$ cat config.mk
export PLATFORM = sky130hd
export DESIGN_NAME = syn_but_pipe
export DESIGN_NICKNAME = d
export VERILOG_FILES = /design/src/rtl/syn_but_pipe.sv
export SDC_FILE = /design/constraint.sdc
export NUM_CORES = 2
export LEC_CHECK = 0
export ABC_CLOCK_PERIOD_IN_PS = 8100
export CORE_MARGIN = 2
export CORE_UTILIZATION = 30
export CTS_CLUSTER_DIAMETER = 50
export DETAILED_ROUTE_END_ITERATION = 10
export PLACE_DENSITY = 0.54
export SLEW_MARGIN = 20
export SYNTH_ARGS = -nofsm -noshare
export SYNTH_HDL_FRONTEND = slang
export SYNTH_SLANG_ARGS = --single-unit
$ cat constraint.sdc
create_clock -name clk_ir -period 8.1 [get_ports clk_ir]
set_input_delay 0.81 -clock clk_ir [delete_from_list [all_inputs] [get_ports clk_ir]]
set_output_delay 0.81 -clock clk_ir [all_outputs]
set_load 0.005 [all_outputs]
$ cat src/rtl/syn_but_pipe.sv
// Pipelined radix-2 DIT complex butterfly (A + W*B, A - W*B) feeding a result FIFO.
// Define SYN_BUT_SAT_EN to clamp out-of-range results; otherwise they wrap.
module syn_but_pipe #(
    parameter int unsigned DATA_W     = 16,
    parameter int unsigned TWDL_W     = 16,
    parameter int unsigned BFFR_DEPTH = 8
) (
    input  logic                            clk_ir,
    input  logic                            rst_il,
    input  logic [2*DATA_W-1:0]             sample_a,
    input  logic [2*DATA_W-1:0]             sample_b,
    input  logic [2*TWDL_W-1:0]             twdl,
    input  logic                            sample_rdy,
    input  logic                            res_rd_en,
    output logic [2*DATA_W-1:0]             res,
    output logic                            res_rdy,
    output logic                            bffr_ovrflw,
    output logic                            bffr_underflw,
    output logic [$clog2(BFFR_DEPTH):0]     bffr_occ
);

    localparam int unsigned PROD_W = DATA_W + TWDL_W;
    localparam int unsigned PP_W   = PROD_W + 1;
    localparam int unsigned P_W    = DATA_W + 2;
    localparam int unsigned SUM_W  = DATA_W + 3;
    localparam int unsigned PTR_W  = $clog2(BFFR_DEPTH);
    localparam int unsigned OCC_W  = PTR_W + 1;
    localparam logic signed [PP_W-1:0] RND = PP_W'(1) << (TWDL_W - 2);

    // ---------------- Stage 1: input capture ----------------
    logic                r_s1_vld;
    logic [2*DATA_W-1:0] r_s1_a;
    logic [2*DATA_W-1:0] r_s1_b;
    logic [2*TWDL_W-1:0] r_s1_w;

    always_ff @(posedge clk_ir) begin
        if (!rst_il) begin
            r_s1_vld <= 1'b0;
        end else begin
            r_s1_vld <= sample_rdy;
        end
    end

    always_ff @(posedge clk_ir) begin
        if (sample_rdy) begin
            r_s1_a <= sample_a;
            r_s1_b <= sample_b;
            r_s1_w <= twdl;
        end
    end

    // ---------------- Stage 2: partial products ----------------
    logic signed [DATA_W-1:0] w_b_re;
    logic signed [DATA_W-1:0] w_b_im;
    logic signed [TWDL_W-1:0] w_w_re;
    logic signed [TWDL_W-1:0] w_w_im;
    logic signed [PROD_W-1:0] w_rr;
    logic signed [PROD_W-1:0] w_ii;
    logic signed [PROD_W-1:0] w_ri;
    logic signed [PROD_W-1:0] w_ir;

    assign w_b_re = r_s1_b[2*DATA_W-1:DATA_W];
    assign w_b_im = r_s1_b[DATA_W-1:0];
    assign w_w_re = r_s1_w[2*TWDL_W-1:TWDL_W];
    assign w_w_im = r_s1_w[TWDL_W-1:0];

    assign w_rr = PROD_W'(w_b_re) * PROD_W'(w_w_re);
    assign w_ii = PROD_W'(w_b_im) * PROD_W'(w_w_im);
    assign w_ri = PROD_W'(w_b_re) * PROD_W'(w_w_im);
    assign w_ir = PROD_W'(w_b_im) * PROD_W'(w_w_re);

    logic                     r_s2_vld;
    logic [2*DATA_W-1:0]      r_s2_a;
    logic signed [PROD_W-1:0] r_s2_rr;
    logic signed [PROD_W-1:0] r_s2_ii;
    logic signed [PROD_W-1:0] r_s2_ri;
    logic signed [PROD_W-1:0] r_s2_ir;

    always_ff @(posedge clk_ir) begin
        if (!rst_il) begin
            r_s2_vld <= 1'b0;
        end else begin
            r_s2_vld <= r_s1_vld;
        end
    end

    always_ff @(posedge clk_ir) begin
        if (r_s1_vld) begin
            r_s2_a  <= r_s1_a;
            r_s2_rr <= w_rr;
            r_s2_ii <= w_ii;
            r_s2_ri <= w_ri;
            r_s2_ir <= w_ir;
        end
    end

    // ---------------- Stage 3: combine, round, add/sub ----------------
    logic signed [PP_W-1:0] w_p_re_full;
    logic signed [PP_W-1:0] w_p_im_full;
    logic signed [PP_W-1:0] w_p_re_rnd;
    logic signed [PP_W-1:0] w_p_im_rnd;
    logic signed [PP_W-1:0] w_p_re_sh;
    logic signed [PP_W-1:0] w_p_im_sh;
    logic [P_W-1:0]         w_p_re;
    logic [P_W-1:0]         w_p_im;
    logic [DATA_W-1:0]      w_a_re;
    logic [DATA_W-1:0]      w_a_im;
    logic [SUM_W-1:0]       w_sum_re;
    logic [SUM_W-1:0]       w_sum_im;
    logic [SUM_W-1:0]       w_dif_re;
    logic [SUM_W-1:0]       w_dif_im;

    assign w_p_re_full = {r_s2_rr[PROD_W-1], r_s2_rr} - {r_s2_ii[PROD_W-1], r_s2_ii};
    assign w_p_im_full = {r_s2_ri[PROD_W-1], r_s2_ri} + {r_s2_ir[PROD_W-1], r_s2_ir};
    // Round half up, then drop the Q1.(TWDL_W-1) fraction.
    assign w_p_re_rnd  = w_p_re_full + RND;
    assign w_p_im_rnd  = w_p_im_full + RND;
    assign w_p_re_sh   = w_p_re_rnd >>> (TWDL_W - 1);
    assign w_p_im_sh   = w_p_im_rnd >>> (TWDL_W - 1);
    assign w_p_re      = w_p_re_sh[P_W-1:0];
    assign w_p_im      = w_p_im_sh[P_W-1:0];

    assign w_a_re   = r_s2_a[2*DATA_W-1:DATA_W];
    assign w_a_im   = r_s2_a[DATA_W-1:0];
    assign w_sum_re = {{3{w_a_re[DATA_W-1]}}, w_a_re} + {w_p_re[P_W-1], w_p_re};
    assign w_sum_im = {{3{w_a_im[DATA_W-1]}}, w_a_im} + {w_p_im[P_W-1], w_p_im};
    assign w_dif_re = {{3{w_a_re[DATA_W-1]}}, w_a_re} - {w_p_re[P_W-1], w_p_re};
    assign w_dif_im = {{3{w_a_im[DATA_W-1]}}, w_a_im} - {w_p_im[P_W-1], w_p_im};

    logic [2*DATA_W-1:0] w_sum;
    logic [2*DATA_W-1:0] w_dif;
    logic                w_unused;

`ifdef SYN_BUT_SAT_EN
    function automatic logic [DATA_W-1:0] sat_fn(input logic [SUM_W-1:0] v);
        if ((v[SUM_W-1:DATA_W-1] == '0) || (v[SUM_W-1:DATA_W-1] == '1)) begin
            return v[DATA_W-1:0];
        end else if (v[SUM_W-1]) begin
            return {1'b1, {(DATA_W-1){1'b0}}};
        end else begin
            return {1'b0, {(DATA_W-1){1'b1}}};
        end
    endfunction

    assign w_sum    = {sat_fn(w_sum_re), sat_fn(w_sum_im)};
    assign w_dif    = {sat_fn(w_dif_re), sat_fn(w_dif_im)};
    assign w_unused = ^{w_p_re_sh[PP_W-1:P_W], w_p_im_sh[PP_W-1:P_W]};
`else
    assign w_sum    = {w_sum_re[DATA_W-1:0], w_sum_im[DATA_W-1:0]};
    assign w_dif    = {w_dif_re[DATA_W-1:0], w_dif_im[DATA_W-1:0]};
    assign w_unused = ^{w_p_re_sh[PP_W-1:P_W], w_p_im_sh[PP_W-1:P_W],
                        w_sum_re[SUM_W-1:DATA_W], w_sum_im[SUM_W-1:DATA_W],
                        w_dif_re[SUM_W-1:DATA_W], w_dif_im[SUM_W-1:DATA_W]};
`endif

    // ---------------- Result FIFO ----------------
    logic [2*DATA_W-1:0] r_mem [BFFR_DEPTH];
    logic [PTR_W-1:0]    r_wptr;
    logic [PTR_W-1:0]    r_rptr;
    logic [OCC_W-1:0]    r_occ;
    logic [OCC_W-1:0]    w_occ_nxt;
    logic [PTR_W-1:0]    w_wptr_p1;
    logic                w_wr_ok;
    logic                w_rd_ok;
    logic [2*DATA_W-1:0] r_res;
    logic                r_res_rdy;
    logic                r_ovf;
    logic                r_udf;

    // Admission and pop both look at occupancy before this cycle's update.
    assign w_wr_ok   = r_s2_vld && (r_occ <= OCC_W'(BFFR_DEPTH - 2));
    assign w_rd_ok   = res_rd_en && (r_occ != '0);
    assign w_wptr_p1 = r_wptr + PTR_W'(1);

    always_comb begin
        w_occ_nxt = r_occ;
        if (w_wr_ok) begin
            w_occ_nxt = w_occ_nxt + OCC_W'(2);
        end
        if (w_rd_ok) begin
            w_occ_nxt = w_occ_nxt - OCC_W'(1);
        end
    end

    always_ff @(posedge clk_ir) begin
        if (w_wr_ok) begin
            r_mem[r_wptr]    <= w_sum;
            r_mem[w_wptr_p1] <= w_dif;
        end
    end

    always_ff @(posedge clk_ir) begin
        if (!rst_il) begin
            r_wptr    <= '0;
            r_rptr    <= '0;
            r_occ     <= '0;
            r_res     <= '0;
            r_res_rdy <= 1'b0;
            r_ovf     <= 1'b0;
            r_udf     <= 1'b0;
        end else begin
            if (w_wr_ok) begin
                r_wptr <= r_wptr + PTR_W'(2);
            end
            if (w_rd_ok) begin
                r_rptr <= r_rptr + PTR_W'(1);
                r_res  <= r_mem[r_rptr];
            end
            r_occ     <= w_occ_nxt;
            r_res_rdy <= w_rd_ok;
            r_ovf     <= r_s2_vld && !w_wr_ok;
            r_udf     <= res_rd_en && (r_occ == '0);
        end
    end

    assign res           = r_res;
    assign res_rdy       = r_res_rdy;
    assign bffr_ovrflw   = r_ovf;
    assign bffr_underflw = r_udf;
    assign bffr_occ      = r_occ;

endmodule
==> metrics.yaml <==
status: "complete, no violations"
cp_max_fo: 17
synth_ff_type: "edfxtp_1"
overflow: 0
multi_input_area_um2: 40600
cpMostUsedCell: "fa_1"
dieArea_um2: 210000
nFillCells: 20464
critPathArrivalTime_ns: 7.90
root_buffer: "clkbuf_16"
end_kind: "flop"
crit_chain: "buf_4 > nand2_1 > fa_1 > fa_1 > fa_1 > inv_1 > fa_1 > fa_1 > inv_1 > fa_1 > inv_1 > ha_1 > nand2_1 > a21oi_1 > o21ai_0 > a211oi_1 > a2111oi_0 > nor3_1 > nor4_1 > o21bai_1 > a21oi_1 > xnor2_1"
tns_ns: 0
slew_headroom: 0.247
die_x_um: 459
dpl_cell_area_um2: 66800
cts_setup_buffers: 0
via_count: 39343
die_h_um: 459
slew_violations: 0
io_buffers: 138
viasPerCell: 4.58
critPathRequiredTime_ns: 8.53
drc: 0
drv_cap: 0
holdCritPathClass: "flop to flop"
ff_latch_area_um2: 15900
yosysTopAreaCell: "fa_1"
tightest_slew_ns: 1.10
critPathSlowestCell: "edfxtp_1"
fin_area_um2: 70000
finalNetCount: 7442
gp_congestion: 0.856
synth_fp_nets: 7333
dp_hpwl_mm: 128
rows: 166
clk_latency_ns: 0.73
routedWlPerCell_um: 18.9
fin_util: 0.341
cts-htree-levels: 3
dr.pass1.iters: 5
core_um2: 205000
antenna_found_initial: 23
mappedNetlistArea_um2: 62000
track_usage: 0.157
drt-initial-drc-count: 2060
synth_top_area_frac: 0.332
critPathLaunchType: "flop"
io_pins: 139
reg2reg_slack_ns: 0.62
syn_to_final_growth_pct: 12.8
setup_violations: 0
synth_cell_types: 78
drive_gt1_frac: 0.0610
path_class: "flop to flop"
post-route-min-period_ns: 7.48
routed_wl_mm: 162
period_share: 0.923
rsz0062_at_grt: "no"
hold_violations: 0
synth-edff-count: 500
cts_tree: "yes"
clk_pin_slew_ns: 0.05
syn_avg_cell_area_um2: 10.9
grt_pass1_vias: 42980
ys_seq_area_frac: 0.257
drtAntennaViolNets: 0
cts_made_buffers: 90
synthTopCellsByArea: "fa_1 33%, edfxtp_1 24%, ha_1 10%, inv_1 7.4%, and2_1 5.0%"
cts_hold_buf: 0
grt_pass1_wl_mm: 252
critPathMaxStageDelay_ns: 0.91
start_util: 0.302
ys_seq_elements: 546
finClkSkew_ns: 0.0550
cts_resized: 0
ys_async_sr_fraction: 0
yosys_warnings: 0
synth_cells: 5702
clockBufferDepth: 3
grt_max_degree: 77
fmax_ghz: 0.134
cts_sinks: 546
## final timing paths
path / start / to / cells past startpoint
hold / removal: r_s1_a[29]$_DFFE_PP_ / r_s2_a[29]$_DFFE_PP_ / 0
hold reg to reg: r_s1_a[29]$_DFFE_PP_ / r_s2_a[29]$_DFFE_PP_ / 0
setup / recovery: r_s1_w[19]$_DFFE_PP_ / r_s2_ir[30]$_DFFE_PP_ / 22
setup reg to reg: r_s1_w[19]$_DFFE_PP_ / r_s2_ir[30]$_DFFE_PP_ / 22
## cells in the final DEF, fill, tap and decap left out, types with 42 or more instances in the layout
cell | synthesis | layout
nor2_1 | 137 | 137
mux4_2 | 62 | 62
edfxtp_1 | 500 | 500
and2_1 | 495 | 495
fa_1 | 1028 | 1028
a21oi_1 | 149 | 149
buf_4 | 0 | 109
clkbuf_16 | 0 | 90
a21o_1 | 47 | 47
inv_1 | 1219 | 1219
nand2_1 | 578 | 578
ha_1 | 503 | 503
o21ai_0 | 56 | 56
dfxtp_1 | 46 | 42
xor2_1 | 57 | 57
clkdlybuf4s50_1 | 0 | 137
xnor2_1 | 192 | 192
## state kept, by name, indices dropped and copies added (netlist names)
register	count
r_s1_a	32
r_s1_vld	1
res_rdy	1
r_rptr	3
r_s2_ri	31
r_wptr	2
bffr_occ	4
bffr_underflw	1
r_s2_ir	31
r_s2_rr	31
res	32
r_s1_w	32
bffr_ovrflw	1
r_s2_vld	1
r_mem	248
r_s2_a	32
r_s1_b	32
r_s2_ii	31
## cell families (layout without fill, tap and decap cells)
family / count (synthesis) / count (layout) / share of synthesized area
AO/OA/AOI/OAI: 454 / 454 / 0.0492
XOR/XNOR: 249 / 249 / 0.0352
adder cells (fa/ha/maj): 1531 / 1531 / 0.433
buffers and inverters: 1455 / 1639 / 0.0881
flip-flops: 546 / 546 / 0.257
multiplexers: 96 / 96 / 0.0280
other: 0 / 8 / 0
AND/OR/NAND/NOR: 1371 / 1371 / 0.109
## metal layers
| metal | routed length [um] | GRT usage |
|---|---|---|
| met1 | 69700 | 0.201 |
| met2 | 76600 | 0.257 |
| met3 | 9030 | 0.0293 |
| met4 | 6900 | 0.0715 |
| met5 | 100 | 0 |
## metrics by stage
| step | instances | hold WS, ns | worst slack (ns) |
|---|---|---|---|
| 2_1_floorplan | 5702 | 0.400 | 1.61 |
| 3_3_place_gp | 8405 | 0.404 | 0.686 |
| 3_5_place_dp | 8406 | 0.405 | 0.601 |
| 4_1_cts | 8573 | 0.400 | 0.559 |
| 5_1_grt | 8580 | 0.417 | 0.219 |
| 6_report | 8582 | 0.401 | 0.622 |
## critical path: cells and delay by family, from the launching register on
kind                     cells  cell delay (ns)
adder cells (fa/ha/maj)      7             3.34
AO/OA/AOI/OAI                6             1.51
flip-flops                   1             0.91
AND/OR/NAND/NOR              4             0.78
buffers and inverters        4             0.51
XOR/XNOR                     1             0.13
## cells in the mapped netlist (10+ instances only)
library cell / n
inv_1: 1219
fa_1: 1028
nand2_1: 578
ha_1: 503
edfxtp_1: 500
and2_1: 495
clkbuf_1: 221
xnor2_1: 192
a21oi_1: 149
nor2_1: 137
mux4_2: 62
xor2_1: 57
o21ai_0: 56
a21o_1: 47
dfxtp_1: 46
nand2b_1: 40
o21bai_1: 36
mux2i_1: 33
o211a_1: 30
nor3_1: 26
nand3_1: 24
o21a_1: 17
a211oi_1: 15
nor2b_1: 15
a31oi_1: 14
buf_1: 14
and3_1: 13
nand4_1: 11
o211ai_1: 10
## final cells by class
| type | count | area share |
|---|---|---|
| diodes | 8 | 0.000286 |
| clock buffers | 103 | 0.0332 |
| clock inverters | 64 | 0.0119 |
| inverters | 1220 | 0.0655 |
| multi-input cells | 3701 | 0.581 |
| flip-flops and latches | 546 | 0.228 |
| well taps | 2688 | 0.0481 |
| repair buffers | 252 | 0.0326 |
Power is left out: the tool's default activity adds up to more than one toggle a clock period on the data nets, which glitch-free logic cannot reach.
